===== src/rtl/fp_mult_if.sv =====
// Operand/result stream bundle for the pipelined floating-point multiplier.
// The master side issues operands and consumes results; the slave side is the multiplier.
interface fp_mult_if #(
  parameter int unsigned W = 32
) ();
  logic         in_valid;
  logic         in_ready;
  logic [W-1:0] in_a;
  logic [W-1:0] in_b;
  logic         out_valid;
  logic         out_ready;
  logic [W-1:0] out_res;
  logic [3:0]   out_flags;

  modport master (
    output in_valid, in_a, in_b, out_ready,
    input  in_ready, out_valid, out_res, out_flags
  );

  modport slave (
    input  in_valid, in_a, in_b, out_ready,
    output in_ready, out_valid, out_res, out_flags
  );
endinterface


===== src/rtl/fp_mult_pipe.sv =====
// Three-stage IEEE-754 multiplier: classify/exponent, significand product, normalise/round/pack.
// Round-to-nearest-even, subnormals flushed to zero, flags {invalid, overflow, underflow, inexact}.
module fp_mult_pipe #(
  parameter int unsigned EXP_W = 8,
  parameter int unsigned MAN_W = 23
) (
  input  logic     clk,
  input  logic     rst_n,
  fp_mult_if.slave bus
);
  localparam int unsigned W  = EXP_W + MAN_W + 1;
  localparam int unsigned SW = MAN_W + 1;
  localparam int unsigned PW = 2 * MAN_W + 2;
  localparam int unsigned XW = EXP_W + 2;

  localparam logic signed [XW-1:0] Bias   = XW'((1 << (EXP_W - 1)) - 1);
  localparam logic signed [XW-1:0] ExpMax = XW'((1 << EXP_W) - 1);
  localparam logic [W-1:0] QNaN = {1'b0, {EXP_W{1'b1}}, 1'b1, {(MAN_W - 1){1'b0}}};

  // Whole pipeline freezes while the output register holds an unaccepted result.
  logic adv;
  assign adv          = ~(out_valid_q & ~bus.out_ready);
  assign bus.in_ready = adv;

  // ---------------- Stage 1: unpack, classify, exponent sum ----------------
  logic             a_s, b_s;
  logic [EXP_W-1:0] a_e, b_e;
  logic [MAN_W-1:0] a_f, b_f;
  logic             a_zero, b_zero, a_inf, b_inf, a_nan, b_nan;

  assign {a_s, a_e, a_f} = bus.in_a;
  assign {b_s, b_e, b_f} = bus.in_b;
  assign a_zero = (a_e == '0);
  assign b_zero = (b_e == '0);
  assign a_inf  = (&a_e) & (a_f == '0);
  assign b_inf  = (&b_e) & (b_f == '0);
  assign a_nan  = (&a_e) & (|a_f);
  assign b_nan  = (&b_e) & (|b_f);

  logic                 v1_d, v1_q, sign1_d, sign1_q, spec1_d, spec1_q;
  logic signed [XW-1:0] exp1_d, exp1_q;
  logic [SW-1:0]        sa1_d, sa1_q, sb1_d, sb1_q;
  logic [W-1:0]         sres1_d, sres1_q;
  logic [3:0]           sflg1_d, sflg1_q;

  always_comb begin
    v1_d    = bus.in_valid;
    sign1_d = a_s ^ b_s;
    exp1_d  = $signed({2'b00, a_e}) + $signed({2'b00, b_e}) - Bias;
    sa1_d   = {1'b1, a_f};
    sb1_d   = {1'b1, b_f};
    spec1_d = 1'b0;
    sres1_d = '0;
    sflg1_d = '0;
    // Special operands resolve here; zero class includes subnormals.
    if (a_nan | b_nan | (a_inf & b_zero) | (b_inf & a_zero)) begin
      spec1_d = 1'b1;
      sres1_d = QNaN;
      sflg1_d = 4'b1000;
    end else if (a_inf | b_inf) begin
      spec1_d = 1'b1;
      sres1_d = {sign1_d, {EXP_W{1'b1}}, {MAN_W{1'b0}}};
    end else if (a_zero | b_zero) begin
      spec1_d = 1'b1;
      sres1_d = {sign1_d, {(W - 1){1'b0}}};
    end
  end

  // ---------------- Stage 2: significand product ----------------
  logic                 v2_q, sign2_q, spec2_q;
  logic signed [XW-1:0] exp2_q;
  logic [PW-1:0]        prod2_d, prod2_q;
  logic [W-1:0]         sres2_q;
  logic [3:0]           sflg2_q;

  assign prod2_d = PW'(sa1_q) * PW'(sb1_q);

  // ---------------- Stage 3: normalise, round, pack ----------------
  logic [PW-1:0]        p_n;
  logic signed [XW-1:0] e_n, e_r;
  logic [MAN_W-1:0]     frac_n;
  logic [MAN_W:0]       frac_r;
  logic                 guard, sticky;
  logic                 out_valid_d, out_valid_q;
  logic [W-1:0]         out_res_d, out_res_q;
  logic [3:0]           out_flags_d, out_flags_q;

  always_comb begin
    p_n    = prod2_q[PW-1] ? prod2_q : (prod2_q << 1);
    e_n    = exp2_q + {{(XW - 1){1'b0}}, prod2_q[PW-1]};
    frac_n = p_n[PW-2 -: MAN_W];
    guard  = p_n[MAN_W];
    sticky = |p_n[MAN_W-1:0];
    frac_r = {1'b0, frac_n} + {{MAN_W{1'b0}}, guard & (sticky | frac_n[0])};
    // A rounding carry leaves frac_r[MAN_W-1:0] at zero, so only the exponent moves.
    e_r    = e_n + {{(XW - 1){1'b0}}, frac_r[MAN_W]};

    out_valid_d = v2_q;
    out_res_d   = {sign2_q, e_r[EXP_W-1:0], frac_r[MAN_W-1:0]};
    out_flags_d = {3'b000, guard | sticky};
    if (spec2_q) begin
      out_res_d   = sres2_q;
      out_flags_d = sflg2_q;
    end else if (e_n[XW-1] || (e_n == '0)) begin
      out_res_d   = {sign2_q, {(W - 1){1'b0}}};
      out_flags_d = 4'b0011;
    end else if (e_r >= ExpMax) begin
      out_res_d   = {sign2_q, {EXP_W{1'b1}}, {MAN_W{1'b0}}};
      out_flags_d = 4'b0101;
    end
  end

  always_ff @(posedge clk or negedge rst_n) begin
    if (!rst_n) begin
      v1_q        <= 1'b0;
      sign1_q     <= 1'b0;
      spec1_q     <= 1'b0;
      exp1_q      <= '0;
      sa1_q       <= '0;
      sb1_q       <= '0;
      sres1_q     <= '0;
      sflg1_q     <= '0;
      v2_q        <= 1'b0;
      sign2_q     <= 1'b0;
      spec2_q     <= 1'b0;
      exp2_q      <= '0;
      prod2_q     <= '0;
      sres2_q     <= '0;
      sflg2_q     <= '0;
      out_valid_q <= 1'b0;
      out_res_q   <= '0;
      out_flags_q <= '0;
    end else if (adv) begin
      v1_q        <= v1_d;
      sign1_q     <= sign1_d;
      spec1_q     <= spec1_d;
      exp1_q      <= exp1_d;
      sa1_q       <= sa1_d;
      sb1_q       <= sb1_d;
      sres1_q     <= sres1_d;
      sflg1_q     <= sflg1_d;
      v2_q        <= v1_q;
      sign2_q     <= sign1_q;
      spec2_q     <= spec1_q;
      exp2_q      <= exp1_q;
      prod2_q     <= prod2_d;
      sres2_q     <= sres1_q;
      sflg2_q     <= sflg1_q;
      out_valid_q <= out_valid_d;
      out_res_q   <= out_res_d;
      out_flags_q <= out_flags_d;
    end
  end

  assign bus.out_valid = out_valid_q;
  assign bus.out_res   = out_res_q;
  assign bus.out_flags = out_flags_q;
endmodule


===== src/flat_wrapper.sv =====
// flat-port wrapper written by rule: the top's interface ports become plain ports
module fp_mult_pipe_flat 
#(
  parameter int unsigned EXP_W = 8,
  parameter int unsigned MAN_W = 23
)
  (clk, rst_n, bus_in_valid, bus_in_a, bus_in_b, bus_out_ready, bus_in_ready, bus_out_valid, bus_out_res, bus_out_flags);
  fp_mult_if bus_i ();
  input  logic clk;
  input  logic rst_n;
  input wire logic [$bits(bus_i.in_valid)-1:0] bus_in_valid;
  input wire logic [$bits(bus_i.in_a)-1:0] bus_in_a;
  input wire logic [$bits(bus_i.in_b)-1:0] bus_in_b;
  input wire logic [$bits(bus_i.out_ready)-1:0] bus_out_ready;
  output wire logic [$bits(bus_i.in_ready)-1:0] bus_in_ready;
  output wire logic [$bits(bus_i.out_valid)-1:0] bus_out_valid;
  output wire logic [$bits(bus_i.out_res)-1:0] bus_out_res;
  output wire logic [$bits(bus_i.out_flags)-1:0] bus_out_flags;
  assign bus_i.in_valid = bus_in_valid;
  assign bus_i.in_a = bus_in_a;
  assign bus_i.in_b = bus_in_b;
  assign bus_i.out_ready = bus_out_ready;
  assign bus_in_ready = bus_i.in_ready;
  assign bus_out_valid = bus_i.out_valid;
  assign bus_out_res = bus_i.out_res;
  assign bus_out_flags = bus_i.out_flags;
  fp_mult_pipe #(.EXP_W(EXP_W), .MAN_W(MAN_W)) u_core (.clk(clk), .rst_n(rst_n), .bus(bus_i));
endmodule

===== config.mk =====
export PLATFORM = sky130hd
export DESIGN_NAME = fp_mult_pipe_flat
export DESIGN_NICKNAME = d
export VERILOG_FILES = /design/src/rtl/fp_mult_if.sv /design/src/rtl/fp_mult_pipe.sv /design/src/flat_wrapper.sv
export SDC_FILE = /design/constraint.sdc
export NUM_CORES = 2
export LEC_CHECK = 0
export ABC_AREA = 1
export CORE_MARGIN = 2
export CORE_UTILIZATION = 40
export DETAILED_ROUTE_END_ITERATION = 10
export GPL_TIMING_DRIVEN = 1
export PLACE_DENSITY = 0.66
export SLEW_MARGIN = 0
export SYNTH_ARGS = -nofsm -noshare
export SYNTH_HDL_FRONTEND = slang
export SYNTH_SLANG_ARGS = --single-unit

===== constraint.sdc =====
create_clock -name clk -period 11.2 [get_ports clk]
set_input_delay 2.24 -clock clk [delete_from_list [all_inputs] [get_ports clk]]
set_output_delay 2.24 -clock clk [all_outputs]
set_load 0.01 [all_outputs]

==> impl_metrics.yaml <==
clock_network:
  htree_num_levels: 4
  post-cts-setup-buffer-count: 0
  clk_root_buffer_cell: "sky130_fd_sc_hd__clkbuf_16"
  postCtsResizedCells: 0
  cts_tree: "yes"
  cts_made_buffers: 17
  cts.sink_count: 164
  ctsLongestPathBuffers: 2
  clock_insertion_delay_worst_skew_ns: 0.46
  cts.hold.buffers_added: 0
  worst_setup_hold_path_clk_slew_ns: 0.08
worst_setup_path:
  crit_path_start: "u_core.sa1_q[12]"
  worstReg2RegStart: "u_core.sa1_q[12]"
  timing.critical_path.to: "u_core.prod2_q[30]"
  worst_path_largest_cell_delay_ns: 1.18
  reg2reg_depth: 25
  timing.setup.critical_path_class: "flop to flop"
  critical_path.slowest_cell: "sky130_fd_sc_hd__dfrtp_1"
  worst_ep_arrival_time_ns: 7.66
  timing.critical_path.fanout_max: 25
  crit-reg2reg-capture: "u_core.prod2_q[30]"
  start_kind: "flop"
  timing.critical_path.mode_cell: "sky130_fd_sc_hd__inv_1"
  required_ns: 11.51
  timing.critical_path.to_type: "flop"
  ff_to_ff_setup_slack_ns: 3.85
route:
  ant_nets_after_route: 0
  drt_wl_total_mm: 79.7
  drcViolationCount: 0
  drt-initial-drc-count: 1718
  vias_per_cell: 4.88
  drt_first_pass_iters: 6
  routedWlPerCell_um: 16.5
  via_count: 23516
yosys:
  sequential_element_share_of_the_synthesized_area_pct: 14.3
  postSynth.asyncResetShare_pct: 100
  post_synth_num_cell_types: 52
  synth_area_per_cell_sq_um: 7.41
  synth_top_flop_cell: "sky130_fd_sc_hd__dfrtp_1"
  synth_edf_count: 0
  ys_seq_elements: 164
  synth_fp_nets: 4613
  synthCells: 3873
  synth.cell_area_sq_mm: 0.0287
  synth_warnings: 0
global_routing:
  grt_pass1_vias: 24805
  antenna_found_initial: 0
  grt_start_max_net_pins: 80
  overflow: 0
  grt_first_pass_wirelength_mm: 133
  groute.usage.overall_pct: 22.7
floorplan:
  design.die.area_sq_mm: 0.0739
  initial_core_util_pct: 40.3
  placement_rows: 98
  dieHeight_um: 272
  pin_count: 106
  core_area_sq_mm: 0.0712
  chipWidth_um: 272
min_path:
  path_type_of_the_worst_min_delay_path: "flop to flop"
sta:
  report.final.slew_viol_count: 0
  maximum_frequency_from_static_timing_analysis_mhz: 136
  timing.final.ws_setup_ns: 3.85
  final.setup.tns_ns: 0
  clock_skew_ns: 0.0147
  relSlewSlack_pct: 16.4
  worstMarginPinSlew_ns: 1.25
  timing.final.setup_violations: 0
  final-hold-violation-count: 0
  final_min_period_over_clock_period_pct: 65.6
  final_worst_hold_slack_ns: 0.474
  rsz0062_at_grt: "no"
  period_needed_ns: 7.35
run:
  drv_cap: 0
layout:
  layout.cells.non_filler: 4823
  nNetsFinal: 4599
  layout-area-overhead-vs-synth_pct: 8.53
  layout-drive-gt1-share_pct: 3.62
placement:
  dpl_worst_slack_ns: 3.97
  place.detailed.instances: 4790
  numPortBuffers: 105
  routabilityCongestion: 0.976
  place_hpwl_mm: 62.2
outcome:
  status: "finished, final reports clean"
## per-stage QoR
step / cell area [sq um] / util [%]
floorplan: 28700 / -
global placement: 30600 / 42.9
detailed placement: 30600 / 42.9
CTS: 31200 / 43.7
global route: 31200 / 43.7
finish: 31200 / 43.7
## cell type report
class | instances | area (sq um)
clock buffers | 18 | 429
diodes | 1 | 2.50
well taps | 950 | 1190
clock inverters | 14 | 159
fillers | 7102 | 40100
inverters | 1058 | 3970
flip-flops and latches | 164 | 4100
multi-input cells | 2468 | 19900
repair buffers | 150 | 1390
## synth_stat cells, types with 2 or more instances
cell type,count,share of area [%]
sky130_fd_sc_hd__a21boi_0,3,0.078
sky130_fd_sc_hd__a21oi_1,73,1.3
sky130_fd_sc_hd__a31oi_1,2,0.044
sky130_fd_sc_hd__buf_1,5,0.065
sky130_fd_sc_hd__buf_2,2,0.035
sky130_fd_sc_hd__buf_4,3,0.078
sky130_fd_sc_hd__buf_6,4,0.16
sky130_fd_sc_hd__clkbuf_1,169,2.2
sky130_fd_sc_hd__clkinv_1,3,0.039
sky130_fd_sc_hd__dfrtp_1,164,14
sky130_fd_sc_hd__fa_1,483,34
sky130_fd_sc_hd__ha_1,189,8.2
sky130_fd_sc_hd__inv_1,1051,14
sky130_fd_sc_hd__inv_2,4,0.052
sky130_fd_sc_hd__nand2_1,1115,15
sky130_fd_sc_hd__nand2_2,10,0.22
sky130_fd_sc_hd__nand2_4,3,0.12
sky130_fd_sc_hd__nand3_1,99,1.7
sky130_fd_sc_hd__nand3_2,3,0.10
sky130_fd_sc_hd__nand3b_1,5,0.13
sky130_fd_sc_hd__nand4_1,36,0.78
sky130_fd_sc_hd__nor2_1,167,2.2
sky130_fd_sc_hd__nor2_2,3,0.065
sky130_fd_sc_hd__nor2_4,2,0.078
sky130_fd_sc_hd__nor3_1,16,0.28
sky130_fd_sc_hd__nor3b_1,2,0.052
sky130_fd_sc_hd__nor4_1,16,0.35
sky130_fd_sc_hd__o211ai_1,2,0.052
sky130_fd_sc_hd__o21a_1,2,0.052
sky130_fd_sc_hd__o21ai_0,135,2.4
sky130_fd_sc_hd__o21ai_1,12,0.21
sky130_fd_sc_hd__o21ai_2,14,0.43
sky130_fd_sc_hd__o21bai_1,9,0.24
sky130_fd_sc_hd__o22ai_1,2,0.044
sky130_fd_sc_hd__o31ai_1,3,0.078
sky130_fd_sc_hd__or2_2,15,0.33
sky130_fd_sc_hd__xnor2_1,17,0.52
sky130_fd_sc_hd__xor2_1,16,0.49
## worst min-delay path by stage
stage | start | to | depth (start not counted)
6_report | u_core.sres1_q[30] | u_core.sres2_q[30] | 2
5_1_grt | u_core.out_valid_d | u_core.bus.out_valid | 1
4_1_cts | u_core.out_valid_d | u_core.bus.out_valid | 1
2_1_floorplan | u_core.out_valid_d | u_core.bus.out_valid | 1
3_5_place_dp | u_core.out_valid_d | u_core.bus.out_valid | 1
3_3_place_gp | u_core.sres1_q[30] | u_core.sres2_q[30] | 2
## metal layers
layer	GRT usage [%]	part of all wire, %	vias to the layer above
met1	31.9	45	11465
met3	4.43	8.3	89
met4	5.45	2.0	0
met2	36.1	45	845
li1	-	-	11117
met5	0	0	-
## cells by family after synthesis
| group | count (synthesis) | share of synthesized area [%] |
|---|---|---|
| AND/OR/NAND/NOR | 1501 | 21.4 |
| buffers and inverters | 1241 | 16.4 |
| adder cells (fa/ha/maj) | 672 | 41.9 |
| AO/OA/AOI/OAI | 262 | 4.99 |
| flip-flops | 164 | 14.3 |
| XOR/XNOR | 33 | 1.01 |
## layout by cell type, fill, tap and decap left out, types with 17 or more instances in the layout
cell type / n
sky130_fd_sc_hd__nand2_1: 1115
sky130_fd_sc_hd__inv_1: 1050
sky130_fd_sc_hd__fa_1: 483
sky130_fd_sc_hd__ha_1: 189
sky130_fd_sc_hd__nor2_1: 166
sky130_fd_sc_hd__dfrtp_1: 164
sky130_fd_sc_hd__o21ai_0: 135
sky130_fd_sc_hd__clkdlybuf4s50_1: 104
sky130_fd_sc_hd__nand3_1: 99
sky130_fd_sc_hd__a21oi_1: 73
sky130_fd_sc_hd__buf_4: 45
sky130_fd_sc_hd__nand4_1: 36
sky130_fd_sc_hd__xnor2_1: 17
sky130_fd_sc_hd__clkbuf_16: 17
## sequential cells by signal, indices dropped and copies added, names as in the netlist, 3 cells and up
name / flops
u_core.prod2_q: 48
u_core.bus.out_res: 32
u_core.sb1_q: 24
u_core.sa1_q: 23
u_core.exp1_q: 10
u_core.exp2_q: 10
u_core.bus.out_flags: 4
u_core.sres1_q: 3
u_core.sres2_q: 3
## worst max-delay path: cells and delay by family, from the launching register on
family	cells	cell delay, ns
adders and majority gates	8	3.94
and+or+nand+nor	5	0.56
DFF	1	1.18
buffers and inverters	8	0.47
AOI/OAI and AO/OA	4	1.03
Power is not shown: default switching activity piles up to over one toggle a cycle in this logic, so the estimate is an artifact.
